**src/rtl/jpeg_huffman_encode_mc.sv**
```systemverilog
`default_nettype none
// ============================================================================
// Module   : jpeg_huffman_encode_mc
// Purpose  : Multi-component JPEG 8x8 block Huffman symbol/amplitude encoder.
// Revision : 1.0 - initial release
// ============================================================================
module jpeg_huffman_encode_mc #(
   parameter int NUM_COMPONENTS = 3,
   parameter int COEFF_WIDTH    = 16,
   parameter int CID_WIDTH      = 2
) (
   input  logic                          clock,
   input  logic                          reset,
   input  logic                          start,
   input  logic [CID_WIDTH-1:0]          component_id,
   input  logic                          restart,
   output logic [5:0]                    fetch_addr,
   input  logic signed [COEFF_WIDTH-1:0] src_data_in,
   output logic [7:0]                    table_symbol,
   output logic                          table_is_ac,
   output logic                          table_sel,
   input  logic [15:0]                   table_code,
   input  logic [4:0]                    table_length,
   output logic                          output_wren,
   output logic [5:0]                    output_length,
   output logic [31:0]                   output_data,
   output logic                          busy
);
   localparam int c_VW    = COEFF_WIDTH + 1;
   localparam int c_NPRED = 1 << CID_WIDTH;
   localparam logic [CID_WIDTH:0] c_NUM_CMP = (CID_WIDTH + 1)'(NUM_COMPONENTS);

   typedef enum logic [2:0] {
      ST_IDLE   = 3'd0,
      ST_FETCH  = 3'd1,
      ST_EVAL   = 3'd2,
      ST_LOOKUP = 3'd3,
      ST_EMIT   = 3'd4
   } state_t;

   state_t r_state, w_next;

   logic [5:0]                    r_idx;
   logic [5:0]                    r_run;
   logic [CID_WIDTH-1:0]          r_cid;
   logic signed [c_VW-1:0]        r_val;
   logic signed [COEFF_WIDTH-1:0] r_raw;
   logic signed [COEFF_WIDTH-1:0] r_pred [c_NPRED];

   logic                   w_accept, w_is_dc, w_zrl, w_eob, w_eval_zero;
   logic signed [c_VW-1:0] w_src_x, w_pred_x, w_eval_v, w_adj;
   logic [c_VW-1:0]        w_abs;
   logic [4:0]             w_cat, w_sym_cat;
   logic [7:0]             w_sym;
   logic [31:0]            w_mask, w_amp;

   assign w_accept    = start && ({1'b0, component_id} < c_NUM_CMP);
   assign w_src_x     = {src_data_in[COEFF_WIDTH-1], src_data_in};
   assign w_pred_x    = {r_pred[r_cid][COEFF_WIDTH-1], r_pred[r_cid]};
   assign w_eval_v    = (r_idx == 6'd0) ? (w_src_x - w_pred_x) : w_src_x;
   assign w_eval_zero = (w_eval_v == '0);

   // Symbol classification works from the value latched in EVAL
   assign w_is_dc   = (r_idx == 6'd0);
   assign w_eob     = !w_is_dc && (r_val == '0);
   assign w_zrl     = !w_is_dc && !w_eob && (r_run >= 6'd16);
   assign w_abs     = r_val[c_VW-1] ? -r_val : r_val;
   assign w_adj     = r_val[c_VW-1] ? (r_val - {{(c_VW-1){1'b0}}, 1'b1}) : r_val;
   assign w_sym_cat = (w_zrl || w_eob) ? 5'd0 : w_cat;
   assign w_mask    = (32'd1 << w_sym_cat) - 32'd1;
   assign w_amp     = {{(32-c_VW){1'b0}}, w_adj} & w_mask;
   assign busy      = (r_state != ST_IDLE);

   always_comb begin
      w_cat = 5'd0;
      for (int i = 0; i < c_VW; i++) begin
         if (w_abs[i]) w_cat = 5'(i + 1);
      end
   end

   always_comb begin
      if (w_is_dc)    w_sym = {3'b000, w_cat};
      else if (w_zrl) w_sym = 8'hF0;
      else if (w_eob) w_sym = 8'h00;
      else            w_sym = {r_run[3:0], w_cat[3:0]};
   end

   always_ff @(posedge clock) begin
      if (reset) r_state <= ST_IDLE;
      else       r_state <= w_next;
   end

   always_comb begin
      w_next        = r_state;
      fetch_addr    = 6'd0;
      table_symbol  = 8'd0;
      table_is_ac   = 1'b0;
      table_sel     = 1'b0;
      output_wren   = 1'b0;
      output_length = 6'd0;
      output_data   = 32'd0;
      case (r_state)
         ST_IDLE:   if (w_accept) w_next = ST_FETCH;
         ST_FETCH: begin
            fetch_addr = r_idx;
            w_next     = ST_EVAL;
         end
         // Zero AC coefficients only bump the run; index 63 zero becomes EOB
         ST_EVAL: begin
            if ((r_idx != 6'd0) && w_eval_zero && (r_idx != 6'd63)) w_next = ST_FETCH;
            else                                                     w_next = ST_LOOKUP;
         end
         ST_LOOKUP: begin
            table_symbol = w_sym;
            table_is_ac  = !w_is_dc;
            table_sel    = (r_cid != '0);
            w_next       = ST_EMIT;
         end
         ST_EMIT: begin
            output_wren   = 1'b1;
            output_data   = ({16'd0, table_code} << w_sym_cat) | w_amp;
            output_length = {1'b0, table_length} + {1'b0, w_sym_cat};
            if (w_zrl)                         w_next = ST_LOOKUP;
            else if (w_eob || r_idx == 6'd63)  w_next = ST_IDLE;
            else                               w_next = ST_FETCH;
         end
         default: w_next = ST_IDLE;
      endcase
   end

   always_ff @(posedge clock) begin
      if (reset) begin
         r_idx <= 6'd0;
         r_run <= 6'd0;
         r_cid <= '0;
         r_val <= '0;
         r_raw <= '0;
         for (int i = 0; i < c_NPRED; i++) r_pred[i] <= '0;
      end else begin
         case (r_state)
            ST_IDLE: begin
               if (restart) begin
                  for (int i = 0; i < c_NPRED; i++) r_pred[i] <= '0;
               end
               if (w_accept) begin
                  r_cid <= component_id;
                  r_idx <= 6'd0;
                  r_run <= 6'd0;
               end
            end
            ST_EVAL: begin
               r_val <= w_eval_v;
               r_raw <= src_data_in;
               if ((r_idx != 6'd0) && w_eval_zero) begin
                  r_run <= r_run + 6'd1;
                  if (r_idx != 6'd63) r_idx <= r_idx + 6'd1;
               end
            end
            ST_EMIT: begin
               if (w_zrl) begin
                  r_run <= r_run - 6'd16;
               end else begin
                  if (w_is_dc) r_pred[r_cid] <= r_raw;
                  if (!w_eob) begin
                     r_run <= 6'd0;
                     if (r_idx != 6'd63) r_idx <= r_idx + 6'd1;
                  end
               end
            end
            default: ;
         endcase
      end
   end
endmodule
`default_nettype wire

```
**config.mk**
```make
export PLATFORM = sky130hd
export DESIGN_NAME = jpeg_huffman_encode_mc
export DESIGN_NICKNAME = d
export VERILOG_FILES = /design/src/rtl/jpeg_huffman_encode_mc.sv
export SDC_FILE = /design/constraint.sdc
export NUM_CORES = 1
export LEC_CHECK = 0
export CORE_UTILIZATION = 40
export DETAILED_ROUTE_END_ITERATION = 6
export GPL_TIMING_DRIVEN = 0
export MAX_ROUTING_LAYER = met4
export PLACE_DENSITY = 0.62
export SYNTH_ARGS = -nofsm -noshare
export SYNTH_HDL_FRONTEND = slang
export SYNTH_SLANG_ARGS = --single-unit
export TNS_END_PERCENT = 5
```
**constraint.sdc**
```tcl
create_clock -name clock -period 11.21 [get_ports clock]
set_input_delay 2.242 -clock clock [delete_from_list [all_inputs] [get_ports clock]]
set_output_delay 2.242 -clock clock [all_outputs]
set_load 0.02 [all_outputs]
```
==> results of run 1 <==
-- state kept, by name (all words and copies together), names as in the netlist, named ones only --
register,flops
r_cid,2
r_idx,6
r_pred,64
r_raw,16
r_run,6
r_state,3
r_val,17
-- layout make-up --
class	instances	area share, %
Sequential cell	116	26.7
Buffer	74	3.17
Timing Repair Buffer	98	8.86
Inverter	51	1.77
Multi-Input combinational cell	816	50.8
Clock inverter	10	1.09
Tap cell	280	3.16
Clock buffer	22	4.48
-- power by group --
part | internal [W] | switching (W)
clock | 0.000361 | 0.000195
sequential | 0.000469 | 0.00000901
combinational | 0.000239 | 0.000386
total | 0.00107 | 0.000590
-- through the flow --
step / setup WS (ps) / hold slack [ps] / instances / instance area, um2
finish: 3170 / 484 / 1467 / 11100
global route: 2880 / 515 / 1467 / 11100
CTS: 3220 / 479 / 1467 / 11100
detailed placement: 3660 / 471 / 1435 / 10500
global placement: 3740 / 475 / 1434 / 10500
floorplan: 4990 / 449 / 1057 / 9140
-- final timing paths --
path	start	endpoint	depth (start not counted)
max	r_val[1]	output_data[4]	18
min	r_raw[9]	r_raw[9]	2
max reg2reg	register	r_val[14]	16
min reg2reg	r_raw[9]	r_raw[9]	2
-- tightest hold or removal path, stage by stage (launching register included) --
cell,delay [ps]
dfxtp_1,320
nand2_1,60
a21oi_1,50
-- cells in the final DEF (no fill, tap or decap), types with 13 or more instances in the layout --
master,n
mux2i_1,28
dfxtp_1,52
nor2_1,104
and2_1,55
a21oi_1,68
a211oi_1,18
nand3_1,21
nor3_1,37
clkbuf_1,54
and3_1,28
inv_1,48
clkdlybuf4s50_1,97
ha_1,27
mux4_2,17
xor2_1,16
edfxtp_1,64
xnor2_1,18
clkbuf_16,19
nor2b_1,13
o21ai_0,44
nand2_1,97
-- kinds of logic after synthesis --
family                     share of synthesized area (%)
AOI/OAI and AO/OA                                   20.2
xor gates and xnor gates                            3.56
adders and majority gates                           4.14
buffers and inverters                               6.00
DFF                                                 32.4
muxes                                               9.27
and+or+nand+nor                                     24.4
-- routing by layer --
metal | share of wire, % | vias to the layer above
li1 | - | 4098
met1 | 43 | 4075
met2 | 48 | 334
met3 | 5.6 | 62
met4 | 2.9 | 0
met5 | 0 | -
==> run metrics, run 1 <==
status completed; vias between 8,000 and 9,000; Starting DRT DRC Count 624; Final Hold Fails 0; critical path's largest stage delay around 700 ps; Root Buffer clkbuf_16; Detail Route Antenna Nets 0; area of the multi-input gates around 0.0056 mm2; DRC Markers 0; layout cells sized above 1 between 10% and 20%; Worst Path Buf+Inv 6; CP max stage cell clkdlybuf4s50_1; # fillers 2,144; Synth Instances 1,057; Post-CTS Resized 0; GP Congestion ~0.98; Post-CTS Setup Bufs 0; GR peak layer met2; Final Core Density 50.2%; number of max-cap violations 0; post-synth top area share about a fifth; ys flop type edfxtp_1; CTS tree built; Clk pin slew, worst setup/hold paths about 60 ps; GRT Resource Usage Total about 26%; clk_lat worst skew between 400 and 500 ps; CTS sink count around 120; FMAX 0.124 GHz; total CTS buffers 17; Tmin final just over 8000 ps; static leakage 4.15 nW; post-synth cell types just under 100; DP Wirelength around 22 mm; unrepaired setup endpoints after global routing false; H-tree depth 4; Max IR drop VDD 0.0000849 V; drt total wl a little under 30 mm; via/cell ratio slightly below 6; register bit total from synthesis between 100 and 150; Slew @ Worst Pin 940 ps; Reg area 0.00296 mm2; syn avg cell area ~8.6 um2; GRT met1 Usage between 30% and 40%; CTS Buffer Depth 2; first-pass GRT wire length approximately 46 mm; mapped cell area between 0.009 and 0.01 mm2; max_slew headroom 37.3%; Worst R2R Setup Slack 6310 ps; Worst setup EP type primary output; Tcrit/Tclk final 71.8%; die width 153 um; Die Y-Extent around 150 um; core footprint between 0.02 and 0.025 mm2; Final Net Count around 1,200; Area contributors post-synth edfxtp_1 (21%), dfxtp_1 (11%), nor2_1 (4.3%); Initial Util about 41%; most frequent cell after synthesis nor2_1; CP required ~9000 ps; area grow syn2layout 21.4%; port bufs slightly below 100; Worst Path Arrival roughly 5800 ps; worst-path cell chain buf_2 > inv_1 > ha_1 > buf_4 > or3b_1 > buf_2 > nor3_2 > nand2_1 > nor3_1 > nor3_1 > a21oi_1 > clkbuf_1 > nand3b_1 > ha_1 > o21a_1 > xnor2_1 > o32ai_1 > clkdlybuf4s50_1; register area share after synthesis about 32%; crit path launch type register; met3 Usage GRT under 10%; worst-path fanout max 10; ys async rst share 0%; CP Class register to primary output; TNS Setup 0 ps; Yosys top cell by area edfxtp_1; I/O Pins 99; met2 usage 42.8%; PD cells around 150 mW/mm2; Hold/Removal Path Class register to register; Post-synth top cells nor2_1 (104), nand2_1 (97), a21oi_1 (68); Clock Skews 12.1 ps; die area around 0.023 mm2; initial antenna violation count 0; Ant. Diodes 0; EDFF count, synth 64; Final Max Tran Viols 0; net count after synthesis approximately 1,100; GRT Residual Overflow 0; Top delay family on crit path simple AND/OR/NAND/NOR gates; Final setup violation count 0; routed len/inst approximately 20 um; Initial DRT Pass Iterations 5; Cell Rows 54; Yosys warnings 0; Hold Buf Count CTS 0; Tot Pwr around 0.0017 W; largest net degree at the start of global routing 17; number of global-route vias before repair roughly 8,500
No activity file was read; power rests on OpenSTA's default activity.
==> run 2, diff against run 1 <==
- PLACE_DENSITY: 0.62 -> 0.64
- clock period: 11.21 -> 6.8 ns (I/O delays scaled with it)
==> run 2 against run 1 <==
- critical path type unchanged
- sequential cell count did not move
- clock skew down 0.98 ps
- register-to-register slack got worse by 4400 ps
- hold slack got worse by 0.53 ps
- non-clock buffer count rose by 2
- setup slack got worse by 3000 ps
- global-route usage up 0.11 points
- total power grew 66%
- sequential share of layout area decreased by 0.087 points
- sequential power grew 65%
- critical path depth rose by 3
- cell count grew 0.14%
==> run metrics, run 2 (same netlist as run 1, synthesis figures left out) <==
status completed; I/O Pins 99 (unchanged); GRT Resource Usage Total 26.0% (+0.11 points); total CTS buffers 17 (unchanged); via/cell ratio 5.93 (+1.5%); PD cells 248 mW/mm2 (+66%); metal3 WL 1.61 mm (-2.0%); placed cells 1,435 (unchanged); FMAX about 0.15 GHz; Psw 0.00100 W (+70%); metal2 WL 14.4 mm (+2.2%); Clock Skews 11.2 ps (-0.978 ps); Slew @ Worst Pin 928 ps (-11.4 ps); die area 0.0235 mm2 (unchanged); layout cells sized above 1 10.7% (+0.57 points); WL met1 12.3 mm (-2.7%); GRT Residual Overflow 0 (unchanged); Int Pwr 0.00176 W (+64%); CP required 5440 ps (-3530 ps); number of max-cap violations 0 (unchanged); commonest non-fill, non-tap cell in the layout nor2_1; DR top layer met4; Max IR drop VDD 0.000175 V (+110%); unrepaired setup endpoints after global routing true; Root Buffer clkbuf_16; GP Congestion 0.989 (+0.71%); Largest regs r_pred: 64 flops, r_val: 17 flops, r_raw: 16 flops; Final Max Tran Viols 0 (unchanged); CTS tree built; initial antenna violation count 0 (unchanged); worst-path fanout max 10 (unchanged); Hold/Removal Path Class register to register; core footprint 0.0221 mm2 (unchanged); Seq pwr share 28.5% (-0.3 points); max reg flops 64 (unchanged); Cell Rows 54 (unchanged); DRC Markers 0 (unchanged); Starting DRT DRC Count 692 (+11%); die width 153 um (unchanged); max_slew headroom 38.1% (+0.76 points); vias 8,708 (+1.6%); routed len/inst 19.9 um (-0.19%); port bufs 97 (unchanged); Final Net Count 1,248 (+0.16%); static leakage 4.24 nW (+2.2%); Initial Util 41.4% (unchanged); Reg with most FFs r_pred; TNS Setup 0 ps (unchanged); first-pass GRT wire length 46.6 mm (+0.24%); H-tree depth 4 (unchanged); crit path launch type register; final non-filler cell total 1,469 (+0.14%); Ant. Diodes 0 (unchanged); Detail Route Antenna Nets 0 (unchanged); CTS Buffer Depth 2 (unchanged); clk_lat worst skew 420 ps (about the same); Tcrit/Tclk final 97.7%; number of global-route vias before repair 8,560 (+0.85%); DP Wirelength 22.1 mm (-0.18%); Initial DRT Pass Iterations 5 (unchanged); commonest non-fill, non-tap cells in the layout nor2_1 (104), nand2_1 (97), clkdlybuf4s50_1 (93), a21oi_1 (68), edfxtp_1 (64); largest net degree at the start of global routing 17 (unchanged); Final setup violation count 0 (unchanged); sw frac 36.4% (+0.80 points); Worst setup EP type primary output; CP Class register to primary output; Die Y-Extent 153 um (unchanged); Clk pin slew, worst setup/hold paths 60 ps (about the same); Logic pwr share 38.0% (+0.3 points); Final Hold Fails 0 (unchanged); Worst Path Arrival 5280 ps (-520 ps); drt total wl 29.2 mm (about the same); area grow syn2layout 21.8%; Tmin final approximately 6600 ps; Hold Buf Count CTS 0 (unchanged); CTS sink count 116 (unchanged); clock power share 33.5% (about the same)
==> run 2: cell types whose count changed in the layout (fill, tap and decap cells not counted), sizes merged <==
cell / before / now
clkdlybuf4s50: 97 / 93
dlymetal6s2s: 0 / 4
clkbuf: 74 / 71
inv: 52 / 55
buf: 23 / 25
clkinvlp: 4 / 2
bufinv: 2 / 3
clkinv: 3 / 4
==> run 2: layout make-up <==
class / instances / area [um2]
clock inverter: 13 / 175
tap: 280 / 350
multi-input combinational: 816 / 5650
timing repair buffer: 100 / 1010
buffer: 74 / 353
sequential: 116 / 2960
fill: 2099 / 11000
inverter: 51 / 196
clock buffer: 19 / 433
==> run 2: per-layer routing <==
layer	track usage (%)	vias to the layer above
met3	3.94	70
met4	10.6	0
li1	-	4122
met1	30.9	4174
met5	-	-
met2	44.1	342
==> run 2: power by group through the flow <==
stage	clock network (W)	registers, W	logic, W
after floorplan	0	0.000797	0.000742
after global placement	0	0.000802	0.00102
after detailed placement	0	0.000803	0.00102
after CTS	0.000928	0.000788	0.00103
after global routing	0.000957	0.000792	0.00113
final	0.000924	0.000788	0.00105
==> run 2: what timing repair did <==
| item | in CTS | in global routing |
|---|---|---|
| setup endpoints to repair | 5 | 14 |
| pin swaps | 1 | 1 |
| setup buffers | 1 | 1 |
| gates resized for setup | 2 | 8 |
==> run 2: final timing paths <==
kind                  from              end  slack (ps)  depth (start not counted)
setup / recovery  r_val[1]  output_data[14]         160                         21
hold / removal    r_run[4]         r_run[4]         480                          1
setup reg to reg  register        r_val[14]        1890                         16
hold reg to reg   r_run[4]         r_run[4]         480                          1
==> run 2: critical path: stages (launching register included) <==
cell,delay [ps]
dfxtp_1,290
buf_2,180
inv_1,80
ha_1,140
buf_4,160
or3b_1,340
buf_2,190
o41a_1,470
xor2_1,190
nor2_2,140
o41ai_2,90
a21oi_2,250
buf_6,220
inv_2,100
buf_4,210
nand3_1,150
ha_2,270
o21a_2,220
nand2_1,70
a211oi_1,270
a311o_1,200
clkdlybuf4s50_1,620
==> run 2: per-stage QoR <==
stage	total power, W	util, %	hold WS, ps	area (um2)	setup slack, ps
after global routing	0.00288	50.4	522	11100	-61.0
after detailed placement	0.00182	47.4	475	10500	159
after CTS	0.00274	50.2	486	11100	14.8
after floorplan	0.00154	-	449	9140	1460
after global placement	0.00182	47.3	472	10500	200
final	0.00276	50.4	483	11100	157
==> run 3, diff against run 2 <==
- CORE_UTILIZATION: 40 -> 35
- PLACE_DENSITY: 0.64 -> 0.58
==> run 3 against run 2 <==
- design area is 0.72% higher
- routed wire length is 4.8% higher
- utilization is 6.2 points lower
- total power is 0.20% lower
- largest power group unchanged
- sequential cell count stayed put
- sequential share of layout area is 0.19 points lower
- setup slack better by 14 ps
==> run metrics, run 3 (same netlist as run 1, synthesis figures left out) <==
status completed; GP Congestion 0.958 (-3.2%); Reg with most FFs r_pred; max reg flops 64 (unchanged); # fillers 2,565 (+22%); die width 164 um (+6.8%); unrepaired setup endpoints after global routing false; Final setup violation count 0 (unchanged); Slew @ Worst Pin 1020 ps (+89.2 ps); Initial Util 36.0% (-5.4 points); number of global-route vias before repair 8,267 (-3.4%); drt total wl 30.6 mm (+4.8%); initial antenna violation count 0 (unchanged); commonest non-fill, non-tap cell in the layout nor2_1; vias 8,715 (+0.080%); Reg area 0.00296 mm2 (unchanged); GRT Residual Overflow 0 (unchanged); Int Pwr 0.00175 W (-0.23%); Worst Hold Path EP r_raw[2]; CP dominant cell by count buf_2; clock power share 33.4% (about the same); routed len/inst 20.1 um (+1.3%); critical path's largest stage delay 690 ps (+70 ps); worst-path fanout max 10 (unchanged); Root Buffer clkbuf_16; DRC Markers 0 (unchanged); CTS tree built; HP Start r_raw[2]; area of the multi-input gates 0.00566 mm2 (+0.11%); Clk pin slew, worst setup/hold paths 60 ps (about the same); Seq pwr share 28.6% (about the same); clk_lat worst skew 420 ps (about the same); Largest regs r_pred: 64 flops, r_val: 17 flops, r_raw: 16 flops; max_slew headroom 32.2% (-5.9 points); Ant. Diodes 0 (unchanged); FMAX 0.151 GHz (+0.21%); worst hold path depth 2 (+1); die area 0.0268 mm2 (+14%); CP max stage cell clkdlybuf4s50_1; Starting DRT DRC Count 676 (-2.3%); Reg2Reg Depth 16 (unchanged); Initial DRT Pass Iterations 5 (unchanged); DP Wirelength 23.2 mm (+4.9%); Die Y-Extent 164 um (+6.8%); Final Core Density 44.1% (-6.2 points); Max IR drop VDD 0.000155 V (-11%); Cell Rows 58 (+7.4%); worst-path cell chain buf_2 > inv_1 > ha_1 > buf_4 > or3b_1 > buf_2 > o41a_1 > xnor2_1 > o21bai_1 > o21bai_2 > a211o_4 > nand2_8 > inv_6 > buf_6 > mux2i_1 > nor2_1 > a21oi_1 > o31ai_1 > clkdlybuf4s50_1; Worst R2R Setup Slack 1560 ps (-330 ps); Clock Skews 9.21 ps (-1.95 ps); placed cells 1,485 (+3.5%); Detail Route Antenna Nets 0 (unchanged); layout cells sized above 1 10.8% (+0.16 points); via/cell ratio 5.73 (-3.3%); Final Net Count 1,249 (+0.080%); CP required 5440 ps (about the same); Tmin final 6630 ps (-14.1 ps); Logic pwr share 38.0% (about the same); Worst setup EP type primary output; Final Max Tran Viols 0 (unchanged); H-tree depth 4 (unchanged); port bufs 97 (unchanged); I/O Pins 99 (unchanged); CP Class register to primary output; number of max-cap violations 0 (unchanged); commonest non-fill, non-tap cells in the layout nor2_1 (104), nand2_1 (97), clkdlybuf4s50_1 (91), a21oi_1 (66), edfxtp_1 (64); largest net degree at the start of global routing 17 (unchanged); area grow syn2layout 22.7%; GRT Resource Usage Total 23.7% (-2.3 points); sw frac 36.4% (about the same); Tcrit/Tclk final 97.5% (-0.21 points); CTS Buffer Depth 2 (unchanged); core footprint 0.0254 mm2 (+15%); Worst Path Arrival 5270 ps (about the same); Worst R2R End r_val[14]; TNS Setup 0 ps (unchanged); final non-filler cell total 1,520 (+3.5%); crit path launch type register; CTS sink count 116 (unchanged); Final Hold Fails 0 (unchanged); PD cells 246 mW/mm2 (-0.91%); total CTS buffers 17 (unchanged); Hold/Removal Path Class register to register; Hold Buf Count CTS 0 (unchanged); static leakage 4.27 nW (+0.87%); first-pass GRT wire length 47.2 mm (+1.3%); Psw 0.00100 W (-0.14%); Top delay family on crit path compound AO/OA/AOI/OAI gates; Worst Path Buf+Inv 7 (-1)
run 3: changes by cell type in the layout (fill, tap and decap cells not counted), sizes merged:
| cell | before | now |
|---|---|---|
| inv | 55 | 56 |
| buf | 25 | 26 |
| clkbuf | 71 | 69 |
| clkdlybuf4s50 | 93 | 91 |
| clkinvlp | 2 | 3 |
| dlymetal6s2s | 4 | 6 |
run 3: worst min-delay path, cell delays in order (launching register included):
cell and delay (ps):
dfxtp_1 330, nand2_1 60, a21oi_1 50
run 3: what timing repair did:
action | CTS | global route
gates resized for setup | 2 | 11
pin swaps | 2 | 2
endpoints found under the setup margin | 5 | 11
buffers inserted | 2 | 1
run 3: worst max path at each step:
stage                  start              end  slack (ps)  cells after the start
global route        r_val[1]  output_data[13]           8                     19
detailed placement  r_val[1]  output_data[14]          90                     19
global placement    r_val[1]  output_data[14]          80                     19
finish              r_val[1]  output_data[13]         170                     19
floorplan           r_val[0]   output_data[4]        1460                     19
CTS                 r_val[1]  output_data[14]           6                     21
run 3: layout make-up:
type	instances	area share [%]
Timing Repair Buffer	101	9.13
Sequential cell	116	26.4
Clock buffer	17	3.80
Inverter	51	1.75
Tap cell	330	3.68
Buffer	74	3.15
Multi-Input combinational cell	816	50.5
Clock inverter	15	1.59
run 3: power groups by stage:
stage | combinational [W] | clock [W] | sequential, W
after global routing | 0.00113 | 0.000961 | 0.000792
after floorplan | 0.000742 | 0 | 0.000797
final | 0.00105 | 0.000919 | 0.000789
after CTS | 0.00103 | 0.000931 | 0.000789
after detailed placement | 0.00102 | 0 | 0.000803
after global placement | 0.00101 | 0 | 0.000802
run 3: layer usage:
layer | up-vias | global-route usage [%] | wire, um
met5 | - | - | 0
met4 | 0 | 8.46 | 710
li1 | 4114 | - | -
met1 | 4202 | 29.6 | 12900
met2 | 343 | 39.1 | 15000
met3 | 56 | 3.15 | 1920
run 3: stage by stage:
stage	hold slack [ps]	total power [W]	cell area (um2)	worst slack [ps]
after detailed placement	474	0.00182	10500	94.0
after global routing	512	0.00289	11200	7.83
after CTS	488	0.00275	11200	6.40
after floorplan	449	0.00154	9140	1460
after global placement	473	0.00182	10500	76.5
final	491	0.00276	11200	172
